## src/rtl/instr_assembler_pkg.sv

```systemverilog
// Shared MIPS encoding constants, request class codes and assembler state encoding.
// Also used by the control decoder and its benches.
package instr_assembler_pkg;

  localparam logic [5:0] OP_RTYPE = 6'b000000;
  localparam logic [5:0] OP_ADDI  = 6'b001000;
  localparam logic [5:0] OP_ANDI  = 6'b001100;
  localparam logic [5:0] OP_ORI   = 6'b001101;
  localparam logic [5:0] OP_XORI  = 6'b001110;
  localparam logic [5:0] OP_LW    = 6'b100011;
  localparam logic [5:0] OP_SW    = 6'b101011;
  localparam logic [5:0] OP_BEQ   = 6'b000100;
  localparam logic [5:0] OP_LUI   = 6'b001111;
  localparam logic [5:0] OP_J     = 6'b000010;

  typedef enum logic [3:0] {
    CLS_R    = 4'd0,
    CLS_ADDI = 4'd1,
    CLS_ANDI = 4'd2,
    CLS_ORI  = 4'd3,
    CLS_XORI = 4'd4,
    CLS_LW   = 4'd5,
    CLS_SW   = 4'd6,
    CLS_BEQ  = 4'd7,
    CLS_LUI  = 4'd8,
    CLS_J    = 4'd9
  } instr_class_e;

  typedef enum logic [1:0] {
    ST_IDLE = 2'd0,
    ST_RUN  = 2'd1,
    ST_HALT = 2'd2,
    ST_DONE = 2'd3
  } state_e;

  function automatic logic [31:0] j_word(input logic [25:0] target);
    return {OP_J, target};
  endfunction

endpackage

```

## src/rtl/instr_assembler_if.sv

```systemverilog
// Request and instruction-memory write bus of the assembler.
// master = request source, slave = assembler.
interface instr_assembler_if #(parameter int ADDR_W = 8);
  logic              req_valid;
  logic              req_ready;
  logic [3:0]        req_class;
  logic [4:0]        req_rs;
  logic [4:0]        req_rt;
  logic [4:0]        req_rd;
  logic [5:0]        req_funct;
  logic [15:0]       req_imm;
  logic [25:0]       req_target;
  logic              req_last;
  logic              im_we;
  logic [ADDR_W-1:0] im_addr;
  logic [31:0]       im_wdata;

  modport master (
    output req_valid, req_class, req_rs, req_rt, req_rd, req_funct,
           req_imm, req_target, req_last,
    input  req_ready, im_we, im_addr, im_wdata
  );

  modport slave (
    input  req_valid, req_class, req_rs, req_rt, req_rd, req_funct,
           req_imm, req_target, req_last,
    output req_ready, im_we, im_addr, im_wdata
  );
endinterface

```

## src/rtl/instr_assembler_encode.sv

```systemverilog
// Combinational encoder: request class plus fields -> 32-bit MIPS word.
// valid is low for unsupported classes (10-15); the word is then zero.
module instr_encode
  import instr_assembler_pkg::*;
(
  input  logic [3:0]  cls,
  input  logic [4:0]  rs,
  input  logic [4:0]  rt,
  input  logic [4:0]  rd,
  input  logic [5:0]  funct,
  input  logic [15:0] imm,
  input  logic [25:0] target,
  output logic [31:0] word,
  output logic        valid
);

  always_comb begin
    word  = 32'd0;
    valid = 1'b1;
    case (cls)
      CLS_R:    word = {OP_RTYPE, rs, rt, rd, 5'd0, funct};
      CLS_ADDI: word = {OP_ADDI, rs, rt, imm};
      CLS_ANDI: word = {OP_ANDI, rs, rt, imm};
      CLS_ORI:  word = {OP_ORI, rs, rt, imm};
      CLS_XORI: word = {OP_XORI, rs, rt, imm};
      CLS_LW:   word = {OP_LW, rs, rt, imm};
      CLS_SW:   word = {OP_SW, rs, rt, imm};
      CLS_BEQ:  word = {OP_BEQ, rs, rt, imm};
      CLS_LUI:  word = {OP_LUI, 5'd0, rt, imm};
      CLS_J:    word = j_word(target);
      default:  valid = 1'b0;
    endcase
  end

endmodule

```

## src/rtl/instr_assembler.sv

```systemverilog
// Streams encoded instructions into instruction memory from word address 0.
// Define ASSEMBLER_HALT_EN to append a j-to-self halt word after every program.
module instr_assembler
  import instr_assembler_pkg::*;
#(
  parameter int ADDR_W = 8
) (
  input  logic              clk,
  input  logic              rst_n,
  input  logic              start,
  instr_assembler_if.slave  bus,
  output logic              busy,
  output logic              done,
  output logic [1:0]        err,
  output logic [ADDR_W:0]   count
);

  localparam int DEPTH = 2 ** ADDR_W;
`ifdef ASSEMBLER_HALT_EN
  localparam bit HALT_EN = 1'b1;
  localparam int CAP     = DEPTH - 1;
`else
  localparam bit HALT_EN = 1'b0;
  localparam int CAP     = DEPTH;
`endif
  localparam logic [ADDR_W:0] CAP_C   = (ADDR_W + 1)'(CAP);
  localparam logic [ADDR_W:0] CNT_ONE = {{ADDR_W{1'b0}}, 1'b1};

  state_e            state_q, state_d;
  logic [ADDR_W:0]   count_q, count_d;
  logic [1:0]        err_q, err_d;
  logic              fin_q, fin_d;
  logic              im_we_q, im_we_d;
  logic [ADDR_W-1:0] im_addr_q, im_addr_d;
  logic [31:0]       im_wdata_q, im_wdata_d;

  logic [31:0]       enc_word;
  logic              enc_valid;
  logic              ready;
  logic              accept;

  instr_encode u_encode (
    .cls    (bus.req_class),
    .rs     (bus.req_rs),
    .rt     (bus.req_rt),
    .rd     (bus.req_rd),
    .funct  (bus.req_funct),
    .imm    (bus.req_imm),
    .target (bus.req_target),
    .word   (enc_word),
    .valid  (enc_valid)
  );

  assign accept = bus.req_valid & ready;

  always_ff @(posedge clk or negedge rst_n) begin
    if (!rst_n) begin
      state_q    <= ST_IDLE;
      count_q    <= '0;
      err_q      <= 2'b00;
      fin_q      <= 1'b0;
      im_we_q    <= 1'b0;
      im_addr_q  <= '0;
      im_wdata_q <= 32'd0;
    end else begin
      state_q    <= state_d;
      count_q    <= count_d;
      err_q      <= err_d;
      fin_q      <= fin_d;
      im_we_q    <= im_we_d;
      im_addr_q  <= im_addr_d;
      im_wdata_q <= im_wdata_d;
    end
  end

  // fin_q marks the write cycle of the closing request; the program ends after it.
  always_comb begin
    state_d = state_q;
    case (state_q)
      ST_IDLE, ST_DONE: if (start) state_d = ST_RUN;
      ST_RUN:           if (fin_q) state_d = HALT_EN ? ST_HALT : ST_DONE;
      ST_HALT:          state_d = ST_DONE;
      default:          state_d = ST_IDLE;
    endcase
  end

  always_comb begin
    ready = (state_q == ST_RUN) && !fin_q && (count_q != CAP_C);
    busy  = (state_q == ST_RUN) || (state_q == ST_HALT);
    done  = (state_q == ST_DONE);
  end

  // The word count doubles as the write pointer: both start at 0 and step together.
  always_comb begin
    count_d    = count_q;
    err_d      = err_q;
    fin_d      = fin_q;
    im_we_d    = 1'b0;
    im_addr_d  = im_addr_q;
    im_wdata_d = im_wdata_q;

    if ((state_q == ST_IDLE || state_q == ST_DONE) && start) begin
      count_d = '0;
      err_d   = 2'b00;
      fin_d   = 1'b0;
    end

    if (state_q == ST_RUN) begin
      if (accept) begin
        if (enc_valid) begin
          im_we_d    = 1'b1;
          im_addr_d  = count_q[ADDR_W-1:0];
          im_wdata_d = enc_word;
          count_d    = count_q + CNT_ONE;
          if (count_d == CAP_C) begin
            err_d[1] = 1'b1;
            fin_d    = 1'b1;
          end
        end else begin
          err_d[0] = 1'b1;
        end
        if (bus.req_last) fin_d = 1'b1;
      end
      if (fin_q) begin
        fin_d = 1'b0;
        if (HALT_EN) begin
          im_we_d    = 1'b1;
          im_addr_d  = count_q[ADDR_W-1:0];
          im_wdata_d = j_word(26'(count_q[ADDR_W-1:0]));
          count_d    = count_q + CNT_ONE;
        end
      end
    end
  end

  assign bus.req_ready = ready;
  assign bus.im_we     = im_we_q;
  assign bus.im_addr   = im_addr_q;
  assign bus.im_wdata  = im_wdata_q;
  assign err           = err_q;
  assign count         = count_q;

endmodule

```

## src/flat_wrapper.sv

```systemverilog
// flat-port wrapper written by rule: the top's interface ports become plain ports
module instr_assembler_flat import instr_assembler_pkg::*;
#(
  parameter int ADDR_W = 8
)
  (clk, rst_n, start, busy, done, err, count, bus_req_valid, bus_req_class, bus_req_rs, bus_req_rt, bus_req_rd, bus_req_funct, bus_req_imm, bus_req_target, bus_req_last, bus_req_ready, bus_im_we, bus_im_addr, bus_im_wdata);
  instr_assembler_if #(.ADDR_W(ADDR_W)) bus_i ();
  input  logic clk;
  input  logic rst_n;
  input  logic start;
  output logic busy;
  output logic done;
  output logic [1:0] err;
  output logic [ADDR_W:0] count;
  input wire logic [$bits(bus_i.req_valid)-1:0] bus_req_valid;
  input wire logic [$bits(bus_i.req_class)-1:0] bus_req_class;
  input wire logic [$bits(bus_i.req_rs)-1:0] bus_req_rs;
  input wire logic [$bits(bus_i.req_rt)-1:0] bus_req_rt;
  input wire logic [$bits(bus_i.req_rd)-1:0] bus_req_rd;
  input wire logic [$bits(bus_i.req_funct)-1:0] bus_req_funct;
  input wire logic [$bits(bus_i.req_imm)-1:0] bus_req_imm;
  input wire logic [$bits(bus_i.req_target)-1:0] bus_req_target;
  input wire logic [$bits(bus_i.req_last)-1:0] bus_req_last;
  output wire logic [$bits(bus_i.req_ready)-1:0] bus_req_ready;
  output wire logic [$bits(bus_i.im_we)-1:0] bus_im_we;
  output wire logic [$bits(bus_i.im_addr)-1:0] bus_im_addr;
  output wire logic [$bits(bus_i.im_wdata)-1:0] bus_im_wdata;
  assign bus_i.req_valid = bus_req_valid;
  assign bus_i.req_class = bus_req_class;
  assign bus_i.req_rs = bus_req_rs;
  assign bus_i.req_rt = bus_req_rt;
  assign bus_i.req_rd = bus_req_rd;
  assign bus_i.req_funct = bus_req_funct;
  assign bus_i.req_imm = bus_req_imm;
  assign bus_i.req_target = bus_req_target;
  assign bus_i.req_last = bus_req_last;
  assign bus_req_ready = bus_i.req_ready;
  assign bus_im_we = bus_i.im_we;
  assign bus_im_addr = bus_i.im_addr;
  assign bus_im_wdata = bus_i.im_wdata;
  instr_assembler #(.ADDR_W(ADDR_W)) u_core (.clk(clk), .rst_n(rst_n), .start(start), .bus(bus_i), .busy(busy), .done(done), .err(err), .count(count));
endmodule
```

## config.mk

```make
export PLATFORM = sky130hd
export DESIGN_NAME = instr_assembler_flat
export DESIGN_NICKNAME = d
export VERILOG_FILES = /design/src/rtl/instr_assembler_pkg.sv /design/src/rtl/instr_assembler_if.sv /design/src/rtl/instr_assembler_encode.sv /design/src/rtl/instr_assembler.sv /design/src/flat_wrapper.sv
export SDC_FILE = /design/constraint.sdc
export NUM_CORES = 1
export LEC_CHECK = 0
export ABC_AREA = 1
export BUFFER_PORTS_ARGS = -buffer_cell sky130_fd_sc_hd__buf_2
export CORE_MARGIN = 2
export CORE_UTILIZATION = 40
export DETAILED_ROUTE_END_ITERATION = 6
export PLACE_DENSITY_LB_ADDON = 0.15
export SLEW_MARGIN = 20
export SYNTH_ARGS = -nofsm -noshare
export SYNTH_HDL_FRONTEND = slang
export SYNTH_HIERARCHICAL = 1
export SYNTH_SLANG_ARGS = --single-unit
```

## constraint.sdc

```tcl
create_clock -name clk -period 1.6 [get_ports clk]
set_input_delay 0.24 -clock clk [delete_from_list [all_inputs] [get_ports clk]]
set_output_delay 0.24 -clock clk [all_outputs]
set_load 0.02 [all_outputs]
```

Yosys cells after proc, flatten, opt, wreduce, memory -nomap -nowiden
Index checks and enable logic that the tools add are counted.
{ "classes": {"bitwise": 1, "muxes": 25, "n_eq_ne": 16, "addsub": 1, "reduce_logical": 12} }
{ "op_table": {"columns": ["op", "count"], "rows": [
  ["32-bit one-hot mux with 10 select lines", 1],
  ["9-bit two-way mux", 4],
  ["4-bit by 3-bit == test with 1-bit output, second input constant", 4],
  ["1-bit two-way mux", 14],
  ["2-bit two-way mux", 5],
  ["10-bit OR reduction", 1],
  ["9-bit by 1-bit adder with 9-bit output, second input constant", 1],
  ["9-bit == test, second input constant", 1],
  ["9-bit != test, second input constant", 1],
  ["4-bit by 2-bit == test with 1-bit output, second input constant", 2],
  ["4-bit == test, second input constant", 2],
  ["2-bit one-hot mux with 3 select lines", 1],
  ["2-bit == test, second input constant", 2],
  ["4-bit by 1-bit == test with 1-bit output, second input constant", 1],
  ["4-bit zero test", 1],
  ["1-bit logical AND", 3],
  ["3-bit AND reduction", 1],
  ["2-bit by 1-bit == test with 1-bit output, second input constant", 1],
  ["2-bit zero test", 1],
  ["1-bit logical OR", 2],
  ["2-bit by 1-bit != test with 1-bit output, second input constant", 1],
  ["2-bit != test, second input constant", 1],
  ["2-bit AND reduction", 1],
  ["2-bit OR reduction", 1],
  ["2 further kinds", 2]
]} }
{ "word_totals": {"inputBits": 72, "regBits": 55, "out_inout_bits": 55, "wordCells": 62} }

Depth between registers and ports, before layout
{ "depth": {"depth_word": 10, "depth_mapped": 10, "ltp_nobuf": 10} }

Modules after synthesis
The synthesis kept the hierarchy.
{ "modules_own_cells": {"columns": ["mod", "area_each_um2", "cells_each", "seq_area_each_um2", "n_inst"], "rows": [
  ["instr_assembler", 2487.4, 281, 1376.3, 1],
  ["instr_encode", 700.7, 150, 0.0, 1]
]} }

Worst setup path before layout
OpenSTA, ideal clock, no wires.
{ "synth_timing": {"kind": "register -> register", "start": "register u_core.count_q[0] (netlist: u_core/count[0])", "end": "register u_core.im_addr_q[6] (netlist: u_core/bus.im_addr[6])", "synth_period_minus_slack_ps": 1652, "path_stages_with_launch": 11, "required_ps": 1481, "arrival_time_ps": 1533, "setup_ps": 119, "slack_ps": -52, "n_path_buf": 2, "cell_sequence": "dfrtp_1 > inv_1 > ha_1 > nand2_1 > nor2_1 > nand2_2 > nand4_4 > buf_8 > buf_6 > nand2_2 > o21ai_2"} }
{ "synth_via": {"elab_chain_len": 4} }
{ "synth_lines": {"columns": ["element", "line_no", "rtl"], "rows": [
  ["start, declared", "instr_assembler.sv:30", "logic [ADDR_W:0] count_q, count_d;"],
  ["start signal, assigned", "instr_assembler.sv:67", "count_q <= count_d;"],
  ["9-bit != test", "instr_assembler.sv:88", "ready = (state_q == ST_RUN) && !fin_q && (count_q != CAP_C);"],
  ["1-bit logical AND", "instr_assembler.sv:88", null],
  ["1-bit AND", "instr_assembler.sv:54", "assign accept = bus.req_valid & ready;"],
  ["3-bit AND reduction (no line)", null, null],
  ["end signal, assigned", "instr_assembler.sv:71", "im_addr_q <= im_addr_d;"],
  ["end, declared", "instr_assembler.sv:34", "logic [ADDR_W-1:0] im_addr_q, im_addr_d;"]
]} }
Every way passes these cells.
A chain may end at the register's enable or synchronous reset.

Worst setup path in the final report
{ "layout_timing": {"start": "register u_core.state_q[1]", "end": "output bus_req_ready"} }
{ "layout_via": {"elab_chain_len": 3} }
{ "layout_lines": {"columns": ["element", "line_no", "rtl"], "rows": [
  ["start, declared", "instr_assembler.sv:29", "state_e state_q, state_d;"],
  ["start signal, assigned", "instr_assembler.sv:66", "state_q <= state_d;"],
  ["2-bit by 1-bit == test with 1-bit output", "instr_assembler.sv:88", null],
  ["1-bit logical AND (2 in a row)", "instr_assembler.sv:88", null],
  ["end, declared", "flat_wrapper.sv:24", "output wire logic [$bits(bus_i.req_ready)-1:0] bus_req_ready;"]
]} }
Every way passes these cells.

==> results.md <==
- Total Routing Usage GR: 0.1932
- Arr. time, crit path: 1.46 ns
- Pwr per Cell Area: 1307 nW/um2
- Vias in the first global route: about 2800
- Routed wl met2: 4713 um
- R2r setup slk: -0.10 ns
- Worst min path class: in2reg
- First-pass GRT wire length: 13390 um
- Leakage: 2.691 nW
- Global placement routability congestion: 0.8533
- Initial Util: 0.4126
- Hold depth: 5
- Critical path's slowest cell: dfrtp_1
- Largest net degree at the start of global routing: 36
- Setup ws final: -0.1037 ns
- Gr ovfl total: 0
- Final hold vios: 0
- CTS clk-pin slew, worst paths: 0.10 ns
- Antenna violations before repair: 0
- Status: finished, violations left
- Mapped Cells: 431
- Maximum clock rate: around 0.59 GHz
- Synth top area share: 0.4317
- Worst VDD drop: a little under 0.0007 V
- Area growth, synth to finish: 49.21%
- Die H: roughly 93 um
- DRT iter0 DRCs: 170
- CP peak stage delay: 0.39 ns
- Minimum clock period: 1.704 ns
- Htree depth: 2
- Via density: 4.782
- Avg WL per Cell: 13.40 um
- Clock Tree Root: clkbuf_8
- Clk buf depth: 2
- Drt pass-1 iters: 4
- Final antenna-violating net count: 0
- Worst-path cell chain: inv_1 -> ha_2 -> inv_2 -> nor2_4 -> buf_6 -> inv_4 -> a21oi_2 -> buf_4
- Synthesized area: 3188 um2
- Avg Inst Size Synth: 7.397 um2
- Total number of vias: 3357
- Clk sink count: 55
- Final Setup Violations: 51
- I/O Pins: 127
- Top post-synthesis cells by area: dfrtp_1 (43%), nand2_1 (22%), nand3_1 (11%)
- CP required: around 1.4 ns
- Number of port buffers: 126
- RSZ-0062 raised after global routing: yes
- Yosys Warn Count: 6
- Worst setup EP type: output port
- Residual DRC count: 0
- Layout Skew: 0.01574 ns
- Max Cap Violations: 0
- CP bufs+invs: 5
- Cell taking the most area after synthesis: dfrtp_1
- Hold path start: bus_req_rt[2]
- Synth Net Count: 507
- Final #Nets: 676
- Row count: 32
- Num CTS Buffers: 5
- CTS tree: done
- WHS Endpoint: u_core/bus.im_wdata[18]
- Sequential area share after synthesis: 0.4317
- R2R Path End: u_core/count[1]
- Die ar.: between 8000 and 9000 um2
- Met1 wire length: 4143 um
- Setup Crit Path Kind: reg2out
- Worst setup SP type: flip-flop
- Max-slew violations: 0
- Main synth FF type: dfrtp_1
- Routed Wire Length: 9407 um
- Startpoint of the worst-slack reg-to-reg timing path: u_core/count[1]
- Post-synth EDFFs: 0
- # diodes: 0
- DP Worst Slack: -0.06851 ns
- Detail Placement HPWL: a little over 6000 um
- Max FO, Critical Path: 2
- Synth Register Bits: between 50 and 60
- Core area: between 7000 and 8000 um2
- Layout cells sized above 1: 0.4467
- Tcrit/Tclk final: 1.065
- Cells on worst reg2reg path: 10
- Met3 WL: 489 um
- Synth cell count leaders: nand2_1 (189), nand3_1 (70), dfrtp_1 (55)
- Levels on crit path: 8
- Synth unique cells: 26
- Violated checks: setup timing
- Ys async rst share: 1.000
- Die W: 93.28 um
- Count leader, synth: nand2_1
- Worst-skew pair later-pin latency: 0.31 ns
- Highest metal used: met4
- Util after Layout: 0.6156
- CP top delay family: buffers and inverters
==> cell families (layout without fill, tap and decap cells) <==
| logic type | count (synthesis) | count (layout) | share of synthesized area |
|---|---|---|---|
| and+or+nand+nor | 289 | 289 | 0.3960 |
| buffers and inverters | 57 | 226 | 0.1028 |
| DFF | 55 | 55 | 0.4317 |
| AOI/OAI and AO/OA | 24 | 24 | 0.04985 |
| adders and majority gates | 4 | 4 | 0.01570 |
| other | 1 | 1 | 0.001176 |
| xor gates and xnor gates | 1 | 1 | 0.002748 |
==> cell type report <==
cell class	instances	area, um2
inverters	34	136.4
well taps	102	127.6
clock buffers	6	72.57
repair buffers	185	1344
multi-input cells	319	1690
fillers	695	2970
flip-flops and latches	55	1379
clock inverters	1	7.507
==> report_power, final <==
group	switching, mW	internal [mW]	total (mW)	leakage, nW
sequential	0.318	1.84	2.16	0.720
clock	0.450	0.302	0.752	0.0373
combinational	1.85	1.46	3.31	1.93
total	2.62	3.60	6.22	2.69
==> layer usage <==
metal  up-vias  global-route usage
li1       1698                   -
met1      1563              0.2733
met2        89              0.3118
met3         7             0.03304
met4         0             0.04167
met5         -                   0
==> layout by cell type, fill, tap and decap left out, types with 3 or more instances in the layout <==
cell / n
buf_12: 9
nor2_1: 3
nor2_4: 6
inv_1: 22
buf_2: 125
o21ai_0: 8
clkbuf_16: 7
nand4_1: 5
inv_2: 9
nand3_1: 68
nand2_2: 20
dfrtp_1: 53
nand2_1: 164
buf_6: 8
nor2_2: 5
buf_4: 35
o21ai_2: 11
nand3_2: 4
nand2_4: 13
clkbuf_8: 5
==> per-stage QoR <==
step / instance area (um2) / hold WS, ns / TNS [ns] / instances / power (mW)
finish: 4757 / 0.2201 / -2.874 / 702 / 6.218
global route: 4757 / 0.2506 / -6.975 / 702 / 6.589
CTS: 4227 / 0.2190 / -0.08344 / 678 / 5.531
detailed placement: 4063 / 0.2220 / -1.669 / 666 / 4.623
global placement: 4063 / 0.2196 / -0.6792 / 666 / 4.581
floorplan: 3191 / -0.05559 / 0 / 431 / 3.682
==> flip-flops by register name, summed over array words and instances (netlist names) <==
signal               cells
u_core/count             9
u_core/bus.im_wdata     32
u_core/bus.im_we         1
u_core/state_q           2
u_core/fin_q             1
u_core/err               2
u_core/bus.im_addr       8
==> how the worst max path moves through the flow <==
stage                      start  slack (ns)                     end
4_1_cts        u_core/state_q[1]       -0.08           bus_req_ready
5_1_grt        u_core/state_q[1]       -0.16           bus_req_ready
3_3_place_gp   u_core/state_q[1]       -0.03         u_core/count[1]
3_5_place_dp   u_core/state_q[1]       -0.07  u_core/bus.im_wdata[0]
6_report       u_core/state_q[1]       -0.10           bus_req_ready
2_1_floorplan    u_core/count[0]        0.05   u_core/bus.im_addr[6]
==> timing repair <==
action                                  in CTS  in global routing
gates cloned                                 0                  8
hold buffers                                 1                  0
endpoints found under the setup margin      43                 48
hold endpoints to repair                    16                  0
pin swaps                                    2                 27
gates resized for setup                     17                 65
buffers inserted                             4                 16
==> worst register-to-register path: cells and delay by family (launching register included) <==
kind                     cells  cell delay [ns]
buffers and inverters        3             0.42
flip-flops                   1             0.43
adder cells (fa/ha/maj)      1             0.15
AND/OR/NAND/NOR              6             0.63
No activity file was read; power rests on OpenSTA's default activity.
